$ cat config.mk
export PLATFORM = sky130hd
export DESIGN_NAME = seg_display_scheduler
export DESIGN_NICKNAME = d
export VERILOG_FILES = /design/src/rtl/seg_display_scheduler.sv
export SDC_FILE = /design/constraint.sdc
export NUM_CORES = 1
export LEC_CHECK = 0
export ABC_CLOCK_PERIOD_IN_PS = 2900
export BUFFER_PORTS_ARGS = -buffer_cell sky130_fd_sc_hd__buf_2
export CAP_MARGIN = 5
export CORE_ASPECT_RATIO = 0.6
export CORE_MARGIN = 5
export CORE_UTILIZATION = 35
export CTS_BUF_LIST = sky130_fd_sc_hd__clkbuf_4 sky130_fd_sc_hd__clkbuf_8 sky130_fd_sc_hd__clkbuf_16
export DETAILED_ROUTE_END_ITERATION = 10
export GPL_TIMING_DRIVEN = 0
export MAX_ROUTING_LAYER = met4
export PLACE_DENSITY = 0.63
export SETUP_SLACK_MARGIN = 0.1
export SKIP_CTS_REPAIR_TIMING = 1
export SLEW_MARGIN = 15
export SYNTH_ARGS = -nofsm -noshare
export SYNTH_HDL_FRONTEND = slang
export SYNTH_SLANG_ARGS = --single-unit
$ cat constraint.sdc
create_clock -name clk_in -period 2.9 [get_ports clk_in]
set_input_delay 0.145 -clock clk_in [delete_from_list [all_inputs] [get_ports clk_in]]
set_output_delay 0.145 -clock clk_in [all_outputs]
set_load 0.01 [all_outputs]
$ cat src/rtl/seg_display_scheduler.sv
// -----------------------------------------------------------------------------
// seg_display_scheduler
//
// Decides what the 4-digit 7-segment display shows. The live speed readout is
// the default. A keyboard command message (FAST/ChUP/SLId) takes over the
// display for a timed hold. A change of speed code blinks the readout for a
// fixed number of on/off phases. All timing counts tick_1k enable pulses.
//
// Ports
//   clk_in      in   1   system clock
//   rst_n       in   1   asynchronous active-low reset
//   tick_1k     in   1   single-cycle 1 kHz timing enable
//   cmd_valid   in   1   command message offered
//   cmd_digits  in   28  {DK1,DK2,DK3,DK4}, gfedcba each; latched on accept
//   cmd_ready   out  1   a command can be accepted this cycle
//   spd_change  in   1   single-cycle pulse: speed code changed
//   spd_digits  in   28  live speed readout {DK1..DK4}
//   dig_out     out  28  registered digits to the seg7 scanner
//   src         out  2   registered source: 0=SPEED, 1=MSG, 2=FLASH
// -----------------------------------------------------------------------------
module seg_display_scheduler #(
    parameter int HOLD_TICKS   = 2000,
    parameter int MIN_TICKS    = 500,
    parameter int BLINK_TICKS  = 250,
    parameter int BLINK_PHASES = 6,
    parameter int TW           = 12
) (
    input  logic        clk_in,
    input  logic        rst_n,
    input  logic        tick_1k,
    input  logic        cmd_valid,
    input  logic [27:0] cmd_digits,
    output logic        cmd_ready,
    input  logic        spd_change,
    input  logic [27:0] spd_digits,
    output logic [27:0] dig_out,
    output logic [1:0]  src
);

    localparam int PW = (BLINK_PHASES > 1) ? $clog2(BLINK_PHASES) : 1;

    typedef enum logic [1:0] {
        SPEED = 2'd0,
        MSG   = 2'd1,
        FLASH = 2'd2
    } state_t;

    state_t          state, state_nx;
    logic [TW-1:0]   timer, timer_nx;
    logic [PW-1:0]   phase, phase_nx;
    logic            pend, pend_nx;
    logic [27:0]     msg_reg, msg_nx;
    logic [27:0]     dig_nx;
    logic [1:0]      src_nx;
    logic            accept;

    // Timer holds at all-ones instead of wrapping.
    function automatic logic [TW-1:0] sat_inc(input logic [TW-1:0] v);
        return (&v) ? v : v + 1'b1;
    endfunction

    // New commands are refused only during the first MIN_TICKS of a hold.
    assign cmd_ready = (state != MSG) || (timer >= TW'(MIN_TICKS));
    assign accept    = cmd_valid & cmd_ready;

    always_comb begin
        state_nx = state;
        timer_nx = tick_1k ? sat_inc(timer) : timer;
        phase_nx = phase;
        pend_nx  = pend;
        msg_nx   = msg_reg;

        case (state)
            SPEED: begin
                if (accept) begin
                    state_nx = MSG;
                    timer_nx = '0;
                    msg_nx   = cmd_digits;
                    if (spd_change) pend_nx = 1'b1;
                end else if (spd_change) begin
                    state_nx = FLASH;
                    timer_nx = '0;
                    phase_nx = '0;
                    pend_nx  = 1'b0;
                end
            end
            MSG: begin
                if (spd_change) pend_nx = 1'b1;
                // Accept beats hold expiry when both land in the same cycle.
                if (accept) begin
                    timer_nx = '0;
                    msg_nx   = cmd_digits;
                end else if (tick_1k && timer == TW'(HOLD_TICKS - 1)) begin
                    timer_nx = '0;
                    if (pend_nx) begin
                        state_nx = FLASH;
                        phase_nx = '0;
                        pend_nx  = 1'b0;
                    end else begin
                        state_nx = SPEED;
                    end
                end
            end
            FLASH: begin
                if (accept) begin
                    // The interrupted flash reruns once the message hold ends.
                    state_nx = MSG;
                    timer_nx = '0;
                    msg_nx   = cmd_digits;
                    pend_nx  = 1'b1;
                end else if (spd_change) begin
                    timer_nx = '0;
                    phase_nx = '0;
                end else if (tick_1k && timer == TW'(BLINK_TICKS - 1)) begin
                    timer_nx = '0;
                    if (phase == PW'(BLINK_PHASES - 1)) begin
                        state_nx = SPEED;
                        phase_nx = '0;
                    end else begin
                        phase_nx = phase + 1'b1;
                    end
                end
            end
            default: begin
                state_nx = SPEED;
                timer_nx = '0;
                phase_nx = '0;
                pend_nx  = 1'b0;
            end
        endcase
    end

    // Output selection from the current state; registered below.
    always_comb begin
        dig_nx = spd_digits;
        src_nx = state;
        if (state == MSG)
            dig_nx = msg_reg;
        else if (state == FLASH && phase[0])
            dig_nx = 28'h0;
    end

    always_ff @(posedge clk_in or negedge rst_n) begin
        if (!rst_n) begin
            state   <= SPEED;
            timer   <= '0;
            phase   <= '0;
            pend    <= 1'b0;
            msg_reg <= '0;
            dig_out <= '0;
            src     <= 2'd0;
        end else begin
            state   <= state_nx;
            timer   <= timer_nx;
            phase   <= phase_nx;
            pend    <= pend_nx;
            msg_reg <= msg_nx;
            dig_out <= dig_nx;
            src     <= src_nx;
        end
    end

endmodule

* Word-level counts from Yosys, hierarchy flattened *
Cells that the tools add are included.

operators by class
  add/sub/neg operators = 2
  order comparisons = 1
  bitwise operators = 1
  eq/ne operators = 18
  multiplexer cells = 40
  reductions and logical operators = 11

operator list
  kind                                                                    count
  12-bit two-way mux                                                      9
  28-bit two-way mux                                                      2
  12-bit case mux with 3 select lines                                     1
  3-bit two-way mux                                                       9
  2-bit two-way mux                                                       9
  3-bit != test, second input constant                                    5
  2-bit != test, second input constant                                    7
  12-bit by 1-bit adder with 12-bit output, second input constant         1
  12-bit by 11-bit == test with 1-bit output, second input constant       1
  12-bit by 8-bit == test with 1-bit output, second input constant        1
  12-bit by 9-bit >= comparator with 1-bit output, second input constant  1
  12-bit AND reduction                                                    1
  3-bit case mux with 3 select lines                                      1
  1-bit two-way mux                                                       7
  7-bit AND reduction                                                     1
  2-bit case mux with 3 select lines                                      1
  6-bit AND reduction                                                     1
  2-bit AND reduction                                                     2
  3-bit by 1-bit adder with 3-bit output, second input constant           1
  3-bit == test, second input constant                                    1
  1-bit logical AND                                                       3
  1-bit case mux with 3 select lines                                      1
  3-bit OR reduction                                                      1
  2-bit by 1-bit == test with 1-bit output, second input constant         1
  5 further kinds                                                         5

word-level totals
  word-level logic and storage cells = 80
  input bits = 61
  bits in registers = 76

* Logic depth before layout (Yosys ltp) *
Gate-level depths: netlist of run 1.

  depth in word-level cells = 7
  gate-level depth with buffers = 8
  mapped depth without buffers = 7

* Worst setup path before layout of run 1 *
OpenSTA, ideal clock, no wires.

  kind = register to register
  start point = reg timer[1]
  end point = reg phase[1]
  cell stages (with the launch flop) = 8
  data arrival time = 2211 ps
  data required time = 2775 ps
  clock period less this slack = 2336 ps
  slack = 564 ps
  path through = dfrtp_1 inv_1 ha_1 nor4bb_1 or4bb_1 a21o_1 or3_1 mux2_4

on the way
  word-level cells in the longest chain between the ends = 5

RTL lines
  what                                             RTL line  source
  start, declared                                  49        logic [TW-1:0] timer, timer_nx;
  start signal, assigned                           154       timer <= timer_nx;
  12-bit by 9-bit >= comparator with 1-bit output  63        assign cmd_ready = (state != MSG) || (timer >= TW'(MIN_TICKS));
  1-bit logical OR                                 63
  1-bit bitwise AND                                64        assign accept = cmd_valid & cmd_ready;
  2-bit != test (no line)                          n/a
  7-bit AND reduction (no line) (*)                n/a
  end signal, assigned                             155       phase <= phase_nx;
  end, declared                                    50        logic [PW-1:0] phase, phase_nx;

Mark *: on every way between the ends. The rest lies on a longest branch, timed or not.
A chain may end at the register's enable or synchronous reset.

* Worst setup path in the final report of run 1 *
Ends and elaborated chain as after synthesis.

==> results of run 1 <==
## synthesized netlist by cell type, drive strengths merged, types with 3 or more instances
cell type	n
clkbuf	6
inv	6
a21oi	8
nand4	6
a22o	29
nand2	5
xnor2	7
mux2	30
buf	3
nor2	19
nand3	4
dfrtp	76
o21ai	3
nor3	7
ha	3
## through the flow
| stage | util (%) | hold WS, ns |
|---|---|---|
| floorplan | - | -0.1506 |
| global placement | 43.35 | 0.3518 |
| detailed placement | 43.61 | 0.1342 |
| CTS | 47.33 | -0.2185 |
| global route | 47.53 | 0.01152 |
| finish | 47.53 | 0.01335 |
## cell type report
| type | count | area (um^2) |
|---|---|---|
| fill | 827 | 4523 |
| sequential | 76 | 1902 |
| multi-input combinational | 150 | 1187 |
| timing repair buffer | 93 | 488.0 |
| clock buffer | 10 | 232.7 |
| tap | 112 | 140.1 |
| clock inverter | 6 | 87.58 |
| buffer | 9 | 37.54 |
| inverter | 6 | 22.52 |
## power breakdown
group	internal (mW)	switching, mW
registers	1.51	0.187
logic	0.712	0.766
clock network	0.764	0.439
## worst reg2reg max path, cell delays in order (launching register included)
cell,delay [ns]
dfrtp_1,0.42
inv_1,0.09
ha_1,0.14
nor4bb_1,0.36
or4bb_1,0.53
a21o_1,0.23
or3_1,0.41
mux2_4,0.27
## cell families after synthesis
group / count (synthesis) / share of synthesized area (%)
AND/OR/NAND/NOR: 57 / 9.957
AO/OA/AOI/OAI: 50 / 12.66
multiplexers: 32 / 11.51
buffers and inverters: 15 / 1.911
flip-flops: 76 / 60.53
adder cells (fa/ha/maj): 3 / 1.195
XOR/XNOR: 8 / 2.230
## path summary, 6_finish.rpt
check                           startpoint          end
worst max-delay path              timer[1]     phase[1]
worst min-delay path             cmd_valid    src_nx[1]
worst max register to register    timer[1]     phase[1]
worst min register to register   src_nx[0]       src[0]
max in group asynchronous            rst_n  dig_out[17]
min in group asynchronous            rst_n    src_nx[1]
## per-layer routing
layer,vias up,share of wire [%],global-route usage [%],wire length (um)
li1,1094,-,-,-
met1,1127,47,20.34,3558
met2,97,43,20.34,3266
met3,8,8.7,5.556,655
met4,0,1.1,4.806,84
met5,-,0,-,0
==> results.py, run 1 <==
metrics = {
    "outcome": {
        "outcome": "finished, final reports clean",
    },
    "synthesis": {
        "yosys.area.top_type": "dfrtp_1",
        "synthTopCellsByArea": "dfrtp_1 (61%), mux2_2 (10%), a22o_1 (7.8%)",
        "synth.cell_area_um2": 3142,
        "synthArstFlopShare_pct": 100.0,
        "synthCells": 241,
        "synth_nets": 305,
        "ys_seq_elements": 76,
        "ys_warn_count": 0,
        "synth_seq_area_share_pct": 60.53,
        "avgSynthCellArea_um2": 13.04,
        "synth-edff-count": 0,
        "synth_ff_type": "dfrtp_1",
        "yosysUniqueCellTypes": 38,
        "synth.top_cell.area_share_pct": 60.53,
    },
    "pwr": {
        "p_per_area_nw_per_um2": 1068,
        "p_leak_nw": 1.920,
        "finalPower_mw": 4.378,
        "vdd_drop_max_v": 0.0004843,
    },
    "finish": {
        "final_cell_count_no_fill": 462,
        "final_cell_mix": "buf_2 (93), dfrtp_1 (76), mux2_2 (29)",
        "drive_above_1_share_pct": 40.86,
        "diodes": 0,
        "postLayoutCellArea_um2": 4098,
        "final_nets": 409,
        "area_growth_pct": 30.43,
        "final_common_cell": "buf_2",
    },
    "worst_setup_path": {
        "path_class": "flip-flop to flip-flop",
        "required_ns": 3.11,
        "reg2reg_slack_ns": 0.33,
        "crit_family": "simple AND/OR/NAND/NOR gates",
        "crit_path_start_kind": "flip-flop",
        "worst_r2r_path_depth": 7,
        "crit_chain": "inv_1, ha_1, nor4bb_1, or4bb_1, a21o_1, or3_1, mux2_4",
        "endpoint_kind": "flip-flop",
        "crit_arrival_ns": 2.78,
        "critPathMaxFanout": 5,
        "max_stage_delay_ns": 0.53,
        "cp.buffers_inverters": 1,
        "worst_path_max_delay_cell": "or4bb_1",
        "worstSetupPathDepth": 7,
    },
    "global_route": {
        "grt_usage_pct": 14.87,
        "grt_start_max_net_pins": 43,
        "grt_overflow_total": 0,
        "grt_pass1_wl_um": 12760,
        "antenna_found_initial": 0,
        "first_global_vias": 2503,
    },
    "floorplanning": {
        "die_h_um": 83.39,
        "rows": 26,
        "coreArea_um2": 8621,
        "fp.dieW_um": 132.3,
        "start_util_pct": 36.44,
        "num_io_pins": 92,
        "die_area_um2": 11030,
    },
    "detailed_routing": {
        "drt_iter0_drc": 137,
        "dr_total_vias": 2326,
        "drc_errors": 0,
        "vias_per_cell": 5.035,
        "first_pass_iters": 4,
        "wl_um": 7563,
        "post_drt_wl_per_cell_um": 16.37,
        "drtAntennaViolNets": 0,
    },
    "sta": {
        "worstMarginPinSlew_ns": 1.054,
        "rsz0062_at_grt": "false",
        "relSlewSlack_pct": 29.72,
        "hold_viol": 0,
        "finClkSkew_ns": 0.005055,
        "max_freq_ghz": 0.3895,
        "tns_ns": 0,
        "fin_crit_sh_pct": 88.54,
        "fin_ws_ns": 0.3323,
        "fin_crit_ns": 2.568,
        "setup_viol": 0,
        "drv_slew": 0,
    },
    "worst_hold_path": {
        "hold_class": "input port to flip-flop",
        "hold_depth": 2,
    },
    "placed_design": {
        "place_area_um2": 3760,
        "dp_slack_ns": 0.3307,
        "dp.cells": 445,
        "gp_congestion": 0.8992,
        "io_buffers": 91,
        "hpwl_um": 5414,
    },
    "cts": {
        "cts_inserted_buffers": 9,
        "clock-sinks": 76,
        "clkSlewWorstSetupHoldPaths_ns": 0.06,
        "clockBufferDepth": 2,
        "cts_tree": "yes",
        "cts_htree_levels": 3,
        "clockRootBuffer": "clkbuf_16",
        "clock_latency_ns": 0.33,
    },
    "run": {
        "drv_cap": 0,
    },
}
Note: power is estimated with default switching activity, not from simulation.
==> run 2, diff against run 1 <==
CTS_BUF_LIST = sky130_fd_sc_hd__clkbuf_8   (was sky130_fd_sc_hd__clkbuf_4 sky130_fd_sc_hd__clkbuf_8 sky130_fd_sc_hd__clkbuf_16)
SKIP_CTS_REPAIR_TIMING = default   (was 1)
==> results.py, run 2 (synthesis results as in run 1) <==
metrics = {
    "placed_design": {
        "io_buffers": 91,
        "hpwl_um": 5414,
        "gp_congestion": 0.8992,
    },
    "sta": {
        "fin_crit_sh_pct": 88.86,
        "max_freq_ghz": 0.3881,
        "setup_viol": 0,
        "hold_ws_ns": 0.01104,
        "drv_slew": 0,
        "worstMarginPinSlew_ns": 1.045,
        "finClkSkew_ns": 0.01128,
        "relSlewSlack_pct": 30.32,
        "tns_ns": 0,
        "hold_viol": 0,
        "fin_crit_ns": 2.577,
        "rsz0062_at_grt": "false",
    },
    "cts": {
        "cts_htree_levels": 3,
        "clockBufferDepth": 2,
        "clock_latency_ns": 0.35,
        "clkSlewWorstSetupHoldPaths_ns": 0.09,
        "cts_setup_buffers": 0,
        "cts_tree": "yes",
        "cts_inserted_buffers": 9,
        "clock-sinks": 76,
        "clockRootBuffer": "clkbuf_8",
    },
    "pwr": {
        "p_switching_mw": 1.370,
        "pwr-share-clk_pct": 21.6,
        "comb_power_share_pct": 36.9,
        "p_leak_nw": 1.975,
        "internal_power_mw": 2.722,
        "switching_share_pct": 33.47,
        "vdd_drop_max_v": 0.0004668,
        "seqPwrFrac_pct": 41.5,
        "p_per_area_nw_per_um2": 966.8,
    },
    "floorplanning": {
        "num_io_pins": 92,
        "die_area_um2": 11030,
        "rows": 26,
        "die_h_um": 83.39,
        "coreArea_um2": 8621,
        "fp.dieW_um": 132.3,
        "start_util_pct": 36.44,
    },
    "worst_hold_path": {
        "hold_class": "input port to flip-flop",
        "hold_depth": 2,
    },
    "finish": {
        "drive_above_1_share_pct": 37.97,
        "final_util_pct": 49.10,
        "final_cell_mix": "buf_2 (93), dfrtp_1 (76), mux2_2 (29)",
        "final_nets": 433,
        "fillers": 806,
        "final_common_cell": "buf_2",
        "diodes": 0,
        "area_growth_pct": 34.73,
    },
    "worst_setup_path": {
        "crit_family": "simple AND/OR/NAND/NOR gates",
        "crit_path_start": "src_nx[0]",
        "crit_arrival_ns": 2.81,
        "critPathMaxFanout": 10,
        "endpoint_kind": "flip-flop",
        "max_stage_delay_ns": 0.38,
        "cp.buffers_inverters": 2,
        "crit_chain": "clkbuf_1, nor2b_1, o211ai_1, and2_1, nand2_1, buf_2, mux2_2",
        "endpoint": "msg_reg[18]",
        "path_class": "flip-flop to flip-flop",
        "worst_path_max_delay_cell": "nand2_1",
        "reg2reg_slack_ns": 0.32,
        "r2r-end": "msg_reg[18]",
        "worst_r2r_path_depth": 7,
        "required_ns": 3.13,
        "crit_path_start_kind": "flip-flop",
        "worstSetupPathDepth": 7,
        "rr_startpoint": "src_nx[0]",
    },
    "global_route": {
        "antenna_found_initial": 0,
        "grt_usage_pct": 15.11,
        "use_met3_pct": 6.099,
        "grt_overflow_total": 0,
        "grt_start_max_net_pins": 43,
        "grt_util_met1_pct": 20.36,
        "grtUsageMet2_pct": 21.16,
        "grt_pass1_wl_um": 12960,
        "first_global_vias": 2565,
        "grt_busiest_layer": "met2",
    },
    "detailed_routing": {
        "first_pass_iters": 4,
        "post_drt_wl_per_cell_um": 16.04,
        "drtAntennaViolNets": 0,
        "drt_iter0_drc": 174,
        "drc_errors": 0,
        "vias_per_cell": 4.973,
        "wl_um": 7794,
        "dr_total_vias": 2417,
    },
    "run": {
        "drv_cap": 0,
    },
    "outcome": {
        "outcome": "finished, final reports clean",
    },
}
-- run 2: cell count changes in the layout (fill, tap and decap cells not counted) --
cell | previous run | this run
dlygate4sd3_1 | 1 | 25
inv_1 | 6 | 7
clkbuf_4 | 1 | 0
clkbuf_8 | 0 | 9
clkbuf_16 | 9 | 0
-- run 2: cell type report --
class / count / area (um^2) / area share, %
inverters: 6 / 22.52 / 0.5321
repair buffers: 117 / 728.2 / 17.20
multi-input cells: 150 / 1187 / 28.05
well taps: 112 / 140.1 / 3.311
clock inverters: 7 / 91.34 / 2.158
plain buffers: 9 / 37.54 / 0.8868
flip-flops and latches: 76 / 1902 / 44.93
clock buffers: 9 / 123.9 / 2.926
-- run 2: worst min-delay path by stage --
stage | to | start | slack, ns
4_1_cts | dig_out[23] | spd_digits[23] | 0.0003
3_3_place_gp | src_nx[1] | cmd_valid | 0.35
2_1_floorplan | dig_out[0] | rst_n | -0.15
3_5_place_dp | src_nx[1] | rst_n | 0.13
6_report | dig_out[23] | spd_digits[23] | 0.01
5_1_grt | msg_reg[20] | cmd_digits[20] | 0.002
-- run 2: worst register-to-register path: stages, from the launching register on --
cell	delay, ns
dfrtp_1	0.34
clkbuf_1	0.31
nor2b_1	0.31
o211ai_1	0.16
and2_1	0.22
nand2_1	0.38
buf_2	0.37
mux2_2	0.38
-- run 2: power groups by stage --
| stage | registers, mW | logic [mW] | clock network (mW) |
|---|---|---|---|
| 2_1_floorplan | 1.79 | 0.859 | 0 |
| 3_3_place_gp | 1.70 | 1.47 | 0 |
| 3_5_place_dp | 1.72 | 1.51 | 0 |
| 4_1_cts | 1.70 | 1.53 | 0.917 |
| 5_1_grt | 1.76 | 1.68 | 0.963 |
| 6_report | 1.70 | 1.51 | 0.884 |
-- run 2: what timing repair did --
item | in CTS | in global routing
hold buffers | 19 | 6
hold endpoints to repair | 52 | 6
gates resized for setup | 0 | 0
-- run 2: routing by layer --
metal	wire (um)	share of wire, %
met2	3437	44
met3	537	6.9
met5	0	0
met1	3738	48
met4	80	1.0
-- run 2: through the flow --
step           total power [mW]  setup slack [ns]  std cells  cell area [um^2]
2_1_floorplan             2.653            0.5642        241              3142
3_3_place_gp              3.163            0.3376        444              3737
3_5_place_dp              3.225            0.3307        445              3760
4_1_cts                   4.142            0.3198        480              4165
5_1_grt                   4.394            0.1189        486              4233
6_report                  4.092            0.3231        486              4233
==> run 3, diff against run 2 <==
CORE_UTILIZATION = 53   (was 35)
MAX_ROUTING_LAYER = default   (was met4)
PLACE_DENSITY = 0.86   (was 0.63)
==> results.py, run 3 (synthesis results as in run 1) <==
metrics = {
    "worst_setup_path": {
        "crit_path_start_kind": "flip-flop",
        "endpoint_kind": "flip-flop",
        "max_stage_delay_ns": 0.52,
        "path_class": "flip-flop to flip-flop",
        "crit_chain": "inv_1, ha_1, nor4bb_1, or4bb_1, a21o_1, or3_1, mux2_4",
        "worst_path_max_delay_cell": "or4bb_1",
        "critPathMaxFanout": 5,
        "required_ns": 3.14,
        "cp.buffers_inverters": 1,
        "crit_family": "simple AND/OR/NAND/NOR gates",
        "crit_arrival_ns": 2.88,
    },
    "cts": {
        "clkSlewWorstSetupHoldPaths_ns": 0.08,
        "clockRootBuffer": "clkbuf_8",
        "cts_inserted_buffers": 9,
        "cts_htree_levels": 3,
        "clock-sinks": 76,
        "clockBufferDepth": 2,
        "cts_tree": "yes",
        "cts_setup_buffers": 0,
        "clock_latency_ns": 0.35,
        "ctsResizeCount": 0,
    },
    "global_route": {
        "grt_pass1_wl_um": 11960,
        "grt_start_max_net_pins": 57,
        "grt_overflow_total": 0,
        "first_global_vias": 2444,
        "antenna_found_initial": 1,
        "grt_usage_pct": 20.54,
    },
    "finish": {
        "drive_above_1_share_pct": 38.69,
        "regArea_um2": 1902,
        "final_common_cell": "buf_2",
        "final_nets": 426,
        "final_util_pct": 73.33,
        "area_growth_pct": 31.86,
        "final_cell_mix": "buf_2 (93), dfrtp_1 (76), mux2_2 (29)",
        "multi_input_area_um2": 1187,
        "postLayoutCellArea_um2": 4143,
        "fillers": 370,
        "final_cell_count_no_fill": 448,
    },
    "pwr": {
        "p_switching_mw": 1.364,
        "seqPwrFrac_pct": 41.6,
        "p_leak_nw": 1.944,
        "pwr-share-clk_pct": 21.9,
        "p_per_area_nw_per_um2": 991.5,
        "switching_share_pct": 33.22,
        "internal_power_mw": 2.743,
        "comb_power_share_pct": 36.5,
        "vdd_drop_max_v": 0.0005184,
    },
    "detailed_routing": {
        "drtAntennaViolNets": 0,
        "wl_um": 7596,
        "post_drt_wl_per_cell_um": 16.96,
        "drt_iter0_drc": 165,
        "wl_met2_um": 3597,
        "first_pass_iters": 4,
        "route.met3.wl_um": 675,
        "vias_per_cell": 5.400,
        "wl_met1_um": 3237,
        "routed.top_layer": "met4",
        "drc_errors": 0,
        "dr_total_vias": 2419,
    },
    "placed_design": {
        "dp.cells": 413,
        "io_buffers": 91,
        "hpwl_um": 5379,
        "gp_congestion": 0.9103,
        "dp_slack_ns": 0.3107,
        "place_area_um2": 3727,
    },
    "worst_hold_path": {
        "hold_class": "input port to flip-flop",
    },
    "sta": {
        "setup_viol": 0,
        "fin_crit_ns": 2.643,
        "rsz0062_at_grt": "false",
        "tns_ns": 0,
        "drv_slew": 0,
        "relSlewSlack_pct": 40.98,
        "max_freq_ghz": 0.3784,
        "finClkSkew_ns": 0.009609,
        "fin_crit_sh_pct": 91.13,
        "worstMarginPinSlew_ns": 0.8853,
        "hold_viol": 0,
        "fin_ws_ns": 0.2571,
    },
    "run": {
        "drv_cap": 0,
    },
    "floorplanning": {
        "num_io_pins": 92,
        "start_util_pct": 55.61,
        "rows": 21,
        "die_h_um": 69.64,
        "fp.dieW_um": 109.4,
        "die_area_um2": 7618,
        "coreArea_um2": 5649,
    },
    "outcome": {
        "outcome": "finished, final reports clean",
    },
}
==> run 3: cell count changes in the layout (fill, tap and decap cells not counted) <==
cell | before | now
buf_12 | 1 | 0
buf_16 | 0 | 1
clkbuf_8 | 9 | 10
clkinv_2 | 2 | 0
clkinv_4 | 1 | 0
clkinvlp_4 | 0 | 2
diode_2 | 0 | 1
dlygate4sd3_1 | 25 | 18
==> run 3: final timing paths <==
check	start	to	slack, ns	cells past startpoint
max	timer[1]	phase[1]	0.26	7
min	spd_digits[1]	dig_out[1]	0.01	2
max reg2reg	timer[1]	phase[1]	0.26	7
min reg2reg	src_nx[0]	src[0]	0.39	0
max in group asynchronous	rst_n	dig_out[26]	2.14	3
min in group asynchronous	rst_n	src_nx[1]	0.22	2
==> run 3: repair_timing <==
item,in CTS,in global routing
setup endpoints to repair,0,0
endpoints found under the hold margin,28,9
hold buffers,9,9
==> run 3: per-stage QoR <==
stage	total power, mW	hold slack, ns
finish	4.107	0.01100
floorplan	2.653	-0.1506
global placement	3.108	0.3491
CTS	4.109	0.0004302
global route	4.367	0.003362
detailed placement	3.206	0.05378
==> run 3: layer usage <==
metal	vias up	GRT usage [%]
met2	110	30.49
met5	-	0
li1	1128	-
met3	11	9.488
met4	0	4.841
met1	1170	27.44
==> run 3: final cells by class <==
| class | count | share of cell area (%) |
|---|---|---|
| Sequential cell | 76 | 45.91 |
| Multi-Input combinational cell | 150 | 28.66 |
| Timing Repair Buffer | 110 | 16.07 |
| Clock buffer | 10 | 3.322 |
| Tap cell | 80 | 2.416 |
| Clock inverter | 6 | 2.114 |
| Buffer | 9 | 0.9061 |
| Inverter | 6 | 0.5436 |
| Antenna cell | 1 | 0.06040 |
==> run 3: power by group through the flow <==
stage	Clock [mW]	Combinational [mW]	Sequential, mW
2_1_floorplan	0	0.859	1.79
3_3_place_gp	0	1.42	1.69
3_5_place_dp	0	1.48	1.73
4_1_cts	0.913	1.49	1.71
5_1_grt	0.970	1.64	1.76
6_report	0.901	1.50	1.71
